[src/rtl/adc_sample_averager.sv]
// adc_sample_averager: drives a serial ADC, averages 2^AVG_LOG2 sign-magnitude samples.
// Ports: clk, reset, adc_start, adc_sdo in; adc_cs_n, adc_sclk, adc_busy, adc_data[15:0], adc_valid out.
module adc_sample_averager #(
  parameter int CLK_DIV  = 4,
  parameter int AVG_LOG2 = 2
) (
  input  logic        clk,
  input  logic        reset,
  input  logic        adc_start,
  input  logic        adc_sdo,
  output logic        adc_cs_n,
  output logic        adc_sclk,
  output logic        adc_busy,
  output logic [15:0] adc_data,
  output logic        adc_valid
);

  localparam int ACCW = 16 + AVG_LOG2;
  localparam int DIVW = $clog2(CLK_DIV);
  localparam logic [DIVW-1:0] DIV_LAST = DIVW'(CLK_DIV - 1);
  localparam logic [4:0] NSAMP = 5'(1 << AVG_LOG2);

  typedef enum logic [2:0] {
    S_IDLE,
    S_SETUP,
    S_SHIFT,
    S_HOLD,
    S_AVG,
    S_DONE
  } state_t;

  state_t r_state;
  logic [DIVW-1:0] r_div;
  logic [3:0] r_bit;
  logic [14:0] r_sh;
  logic [ACCW-1:0] r_acc;
  logic [4:0] r_nsamp;
  logic r_cs_n;
  logic r_sclk;
  logic r_busy;
  logic r_valid;
  logic [15:0] r_data;

  logic [15:0] w_word;
  logic [ACCW-1:0] w_ext;
  logic [ACCW-1:0] w_samp;
  logic [ACCW-1:0] w_sum;
  logic [ACCW-1:0] w_abs;
  logic [ACCW-1:0] w_q;
  logic w_neg;

  // The last bit is folded in combinationally so the
  // sample is accumulated on the same edge it completes.
  assign w_word = {r_sh, adc_sdo};
  assign w_ext  = {{(AVG_LOG2 + 1){1'b0}}, w_word[14:0]};
  // Negative zero negates to zero, so it needs no special case.
  assign w_samp = w_word[15] ? -w_ext : w_ext;
  assign w_sum  = r_acc + w_samp;

  // Divide the magnitude so the result truncates toward zero.
  assign w_abs = r_acc[ACCW-1] ? -r_acc : r_acc;
  assign w_q   = w_abs >> AVG_LOG2;
  assign w_neg = r_acc[ACCW-1] && (w_q != '0);

  always_ff @(posedge clk) begin
    if (reset) begin
      r_state <= S_IDLE;
      r_div   <= '0;
      r_bit   <= '0;
      r_sh    <= '0;
      r_acc   <= '0;
      r_nsamp <= '0;
      r_cs_n  <= 1'b1;
      r_sclk  <= 1'b0;
      r_busy  <= 1'b0;
      r_valid <= 1'b0;
      r_data  <= '0;
    end else begin
      r_valid <= 1'b0;
      unique case (r_state)
        S_IDLE: begin
          if (adc_start) begin
            r_state <= S_SETUP;
            r_cs_n  <= 1'b0;
            r_busy  <= 1'b1;
            r_div   <= '0;
            r_acc   <= '0;
            r_nsamp <= '0;
          end
        end
        S_SETUP: begin
          if (r_div == DIV_LAST) begin
            r_state <= S_SHIFT;
            r_div   <= '0;
            r_bit   <= '0;
          end else begin
            r_div <= r_div + 1'b1;
          end
        end
        S_SHIFT: begin
          if (r_div != DIV_LAST) begin
            r_div <= r_div + 1'b1;
          end else begin
            r_div <= '0;
            if (!r_sclk) begin
              r_sclk <= 1'b1;
            end else begin
              // End of the high phase: capture this bit.
              r_sclk <= 1'b0;
              r_sh   <= {r_sh[13:0], adc_sdo};
              if (r_bit == 4'd15) begin
                r_state <= S_HOLD;
                r_cs_n  <= 1'b1;
                r_acc   <= w_sum;
                r_nsamp <= r_nsamp + 5'd1;
              end else begin
                r_bit <= r_bit + 4'd1;
              end
            end
          end
        end
        S_HOLD: begin
          if (r_div != DIV_LAST) begin
            r_div <= r_div + 1'b1;
          end else begin
            r_div <= '0;
            if (r_nsamp == NSAMP) begin
              r_state <= S_AVG;
            end else begin
              r_state <= S_SETUP;
              r_cs_n  <= 1'b0;
            end
          end
        end
        S_AVG: begin
          r_data  <= {w_neg, w_q[14:0]};
          r_valid <= 1'b1;
          r_state <= S_DONE;
        end
        S_DONE: begin
          r_busy  <= 1'b0;
          r_state <= S_IDLE;
        end
        default: begin
          r_state <= S_IDLE;
        end
      endcase
    end
  end

  assign adc_cs_n  = r_cs_n;
  assign adc_sclk  = r_sclk;
  assign adc_busy  = r_busy;
  assign adc_data  = r_data;
  assign adc_valid = r_valid;

endmodule

[config.mk]
export PLATFORM = sky130hd
export DESIGN_NAME = adc_sample_averager
export DESIGN_NICKNAME = d
export VERILOG_FILES = /design/src/rtl/adc_sample_averager.sv
export SDC_FILE = /design/constraint.sdc
export NUM_CORES = 1
export LEC_CHECK = 0
export ABC_AREA = 1
export BUFFER_PORTS_ARGS = -buffer_cell sky130_fd_sc_hd__buf_2
export CAP_MARGIN = 20
export CELL_PAD_IN_SITES_DETAIL_PLACEMENT = 0
export CELL_PAD_IN_SITES_GLOBAL_PLACEMENT = 1
export CORE_ASPECT_RATIO = 1.25
export CORE_MARGIN = 2
export CORE_UTILIZATION = 49
export CTS_BUF_LIST = sky130_fd_sc_hd__clkbuf_2
export DETAILED_ROUTE_END_ITERATION = 7
export PLACE_DENSITY = 0.93
export SYNTH_ARGS = -nofsm -noshare
export SYNTH_HDL_FRONTEND = slang
export SYNTH_SLANG_ARGS = --single-unit
export TNS_END_PERCENT = 20
[constraint.sdc]
create_clock -name clk -period 4.5 [get_ports clk]
set_clock_uncertainty 0.1 [all_clocks]
set_input_delay 0.45 -clock clk [delete_from_list [all_inputs] [get_ports clk]]
set_output_delay 0.45 -clock clk [all_outputs]
set_load 0.05 [all_outputs]
==> results.py <==
metrics = {
    "clocking": {
        "cts.sink_count": 67,
        "worstSkewPairLatency_ps": 510,
        "cts_inserted_buffers": 9,
        "path_clk_slew_ps": 180,
        "cts_setup_buffers": 0,
        "postCtsResizedCells": 0,
        "root_buffer": "clkbuf_2",
        "cts_tree": "built",
        "clock_path_buffers": 2,
        "cts_max_level": 3,
        "holdBufCountCts": 0,
    },
    "setup_path": {
        "r2r_end": "r_acc[16]$_SDFFE_PP0P_",
        "worstPathMaxFanout": 6,
        "setup.worst_path.start": "r_sh[0]$_SDFFE_PP0P_",
        "r2r_cells": 19,
        "reg2reg_setup_slack_ps": 1410,
        "regToRegStartpoint": "r_sh[0]$_SDFFE_PP0P_",
        "critical_path_class": "register to register",
        "critPathCaptureType": "register",
        "startpoint_type": "register",
        "arrival_ps": 3430,
        "required_ps": 4840,
        "cp-endpoint": "r_acc[16]$_SDFFE_PP0P_",
    },
    "global_routing": {
        "grt_pass1_wl_um": 17430,
        "grt_start_max_net_pins": 36,
        "grt-ovfl-total": 0,
        "grt_usage_pct": 21.79,
        "antenna_found_initial": 0,
        "grt_pass1_vias": 3948,
    },
    "finish": {
        "fin_cells": 842,
        "syn_to_final_growth_pct": 6.941,
        "fin_util_pct": 54.35,
        "final_area_um2": 4781,
        "diodes": 0,
        "drive_above_1_share_pct": 8.172,
        "fin_nets": 746,
    },
    "power": {
        "p_clk_share_pct": 16.7,
        "switchingPower_mw": 0.7326,
        "p_int_mw": 0.9172,
        "p_leak_nw": 2.370,
        "seqPwrFrac_pct": 41.9,
        "p_per_area_nw_per_um2": 345.1,
        "irDropWorstVdd_mv": 0.1756,
        "pwr-share-comb_pct": 41.4,
        "swShare_pct": 44.41,
    },
    "placement": {
        "place_area_um2": 4653,
        "port_buffers": 23,
        "routabilityCongestion": 0.9502,
        "dp_hpwl_um": 7870,
        "placed_cells": 825,
    },
    "timing": {
        "max_freq_mhz": 323.2,
        "setup_viol": 0,
        "tns_ps": 0,
        "relSlewSlack_pct": 57.86,
        "hold_violations": 0,
        "rsz0062_at_grt": "false",
        "maxSlewViolCount": 0,
        "worstMarginPinSlew_ps": 632.0,
        "fin_crit_ps": 3094,
        "fin_crit_sh_pct": 68.75,
    },
    "synth": {
        "seq_area_frac_synth_pct": 30.00,
        "synth_top_area_cell": "dfxtp_1",
        "synth_warnings": 0,
        "ys_ff_latch": 67,
        "ys.flop_type": "dfxtp_1",
        "syn-cell-area_um2": 4471,
        "synth_cells": 700,
        "synth_edf_count": 0,
        "avgSynthCellArea_um2": 6.386,
        "netlist_top_cells_count": "nand2_1 (172), inv_1 (96), dfxtp_1 (67), nor2_1 (67), o21ai_0 (65)",
        "synth.distinct_cells": 43,
        "syn_nets": 727,
        "synth.most_common_cell": "nand2_1",
        "synth_area_leaders": "dfxtp_1 (30%), nand2_1 (14%), inv_1 (8.1%), o21ai_0 (7.3%), a21oi_1 (6.9%)",
        "yosysTopAreaCellShare_pct": 30.00,
        "ys_async_sr_fraction_pct": 0,
    },
    "floorplanning": {
        "num_rows": 38,
        "die_height_um": 110.8,
        "dieArea_um2": 9909,
        "io_pins": 24,
        "core_um2": 8796,
        "die_w_um": 89.44,
        "start_util_pct": 50.83,
    },
    "route": {
        "vias_per_cell": 5.156,
        "num_vias": 4341,
        "first_pass_iters": 6,
        "wl_per_cell_um": 12.34,
        "drt_iter0_markers": 208,
        "ant_nets": 0,
        "drc": 0,
        "routed_wl_um": 10390,
    },
    "worst_hold_path": {
        "hp-class": "primary input to register",
        "hold_depth": 3,
    },
    "run_status": {
        "status": "finished clean",
    },
    "flow_run": {
        "maxCapViolCount": 0,
    },
}
==> metal layers <==
metal | GRT usage, % | vias to the layer above | share of wire [%]
li1 | - | 2308 | -
met1 | 28.02 | 1931 | 47
met2 | 35.70 | 87 | 48
met3 | 4.319 | 15 | 3.3
met4 | 7.463 | 0 | 1.6
met5 | 0 | - | 0
==> how the worst min path moves through the flow <==
stage	start	to	slack, ps
3_5_place_dp	adc_data[15]$_SDFFE_PP0P_	adc_data[15]$_SDFFE_PP0P_	350
6_report	adc_sdo	r_sh[0]$_SDFFE_PP0P_	110
5_1_grt	adc_sdo	r_sh[0]$_SDFFE_PP0P_	80
2_1_floorplan	r_acc[0]$_SDFFE_PP0P_	r_acc[0]$_SDFFE_PP0P_	360
4_1_cts	adc_sdo	r_sh[0]$_SDFFE_PP0P_	70
3_3_place_gp	adc_data[15]$_SDFFE_PP0P_	adc_data[15]$_SDFFE_PP0P_	360
==> power groups by stage <==
stage / Combinational [mW] / Clock, mW / Sequential (mW)
after global routing: 0.756 / 0.319 / 0.698
after detailed placement: 0.634 / 0 / 0.704
after global placement: 0.628 / 0 / 0.702
after floorplan: 0.446 / 0 / 0.767
after CTS: 0.638 / 0.286 / 0.691
final: 0.683 / 0.276 / 0.691
==> state kept, by name, summed over array words and instances, names as in the netlist <==
register / count
adc_cs_n: 1
adc_busy: 1
r_acc: 18
adc_sclk: 1
r_bit: 4
r_sh: 15
adc_data: 16
adc_valid: 1
r_div: 2
r_nsamp: 5
r_state: 3
==> worst max-delay path: stages (launching register included) <==
cell     delay (ps)
dfxtp_1         360
inv_1            90
ha_1            160
nand2_1          70
nor2_1          130
nand2_1          90
nor3_1          190
nand2_1         110
nand2_1         110
o21ai_0         140
a21oi_1         190
xor2_1          180
ha_1            310
a21oi_1         180
nor2_1           50
nor3_1          240
nand2_1          80
nand2_1          60
nand3_1          70
a21oi_1         120
==> layout make-up <==
class / instances / area, um^2
Tap cell: 120 / 150.1
Multi-Input combinational cell: 514 / 2668
Clock inverter: 4 / 20.02
Clock buffer: 10 / 50.05
Sequential cell: 67 / 1341
Timing Repair Buffer: 26 / 172.7
Fill cell: 895 / 4015
Inverter: 101 / 379.1
==> metrics by stage <==
step           hold WS, ps  setup slack (ps)  total power [mW]
2_1_floorplan        361.5              1705             1.212
3_3_place_gp         357.7              1307             1.329
3_5_place_dp         352.7              1198             1.338
4_1_cts              69.49              1406             1.615
5_1_grt              76.70              1020             1.772
6_report             107.2              1406             1.650
==> placed cells by master, fill, tap and decap left out, drive strengths merged, types with 3 or more instances in the layout <==
| master | instances |
|---|---|
| nand3b | 6 |
| dfxtp | 67 |
| xnor2 | 3 |
| a21oi | 63 |
| nor3 | 14 |
| nand4 | 5 |
| o21bai | 4 |
| clkbuf | 10 |
| clkinv | 3 |
| buf | 26 |
| inv | 101 |
| a21boi | 3 |
| nor2 | 73 |
| nor3b | 4 |
| nand2 | 177 |
| o21ai | 67 |
| xor2 | 13 |
| nand3 | 44 |
| ha | 22 |
==> logic make-up after synthesis <==
kind of cell	count (synthesis)	share of synthesized area, %
AND/OR/NAND/NOR	327	32.07
AO/OA/AOI/OAI	148	17.86
buffers and inverters	119	10.33
flip-flops	67	30.00
adder cells (fa/ha/maj)	23	6.605
XOR/XNOR	16	3.135
Power figures use the tool's default switching activity.
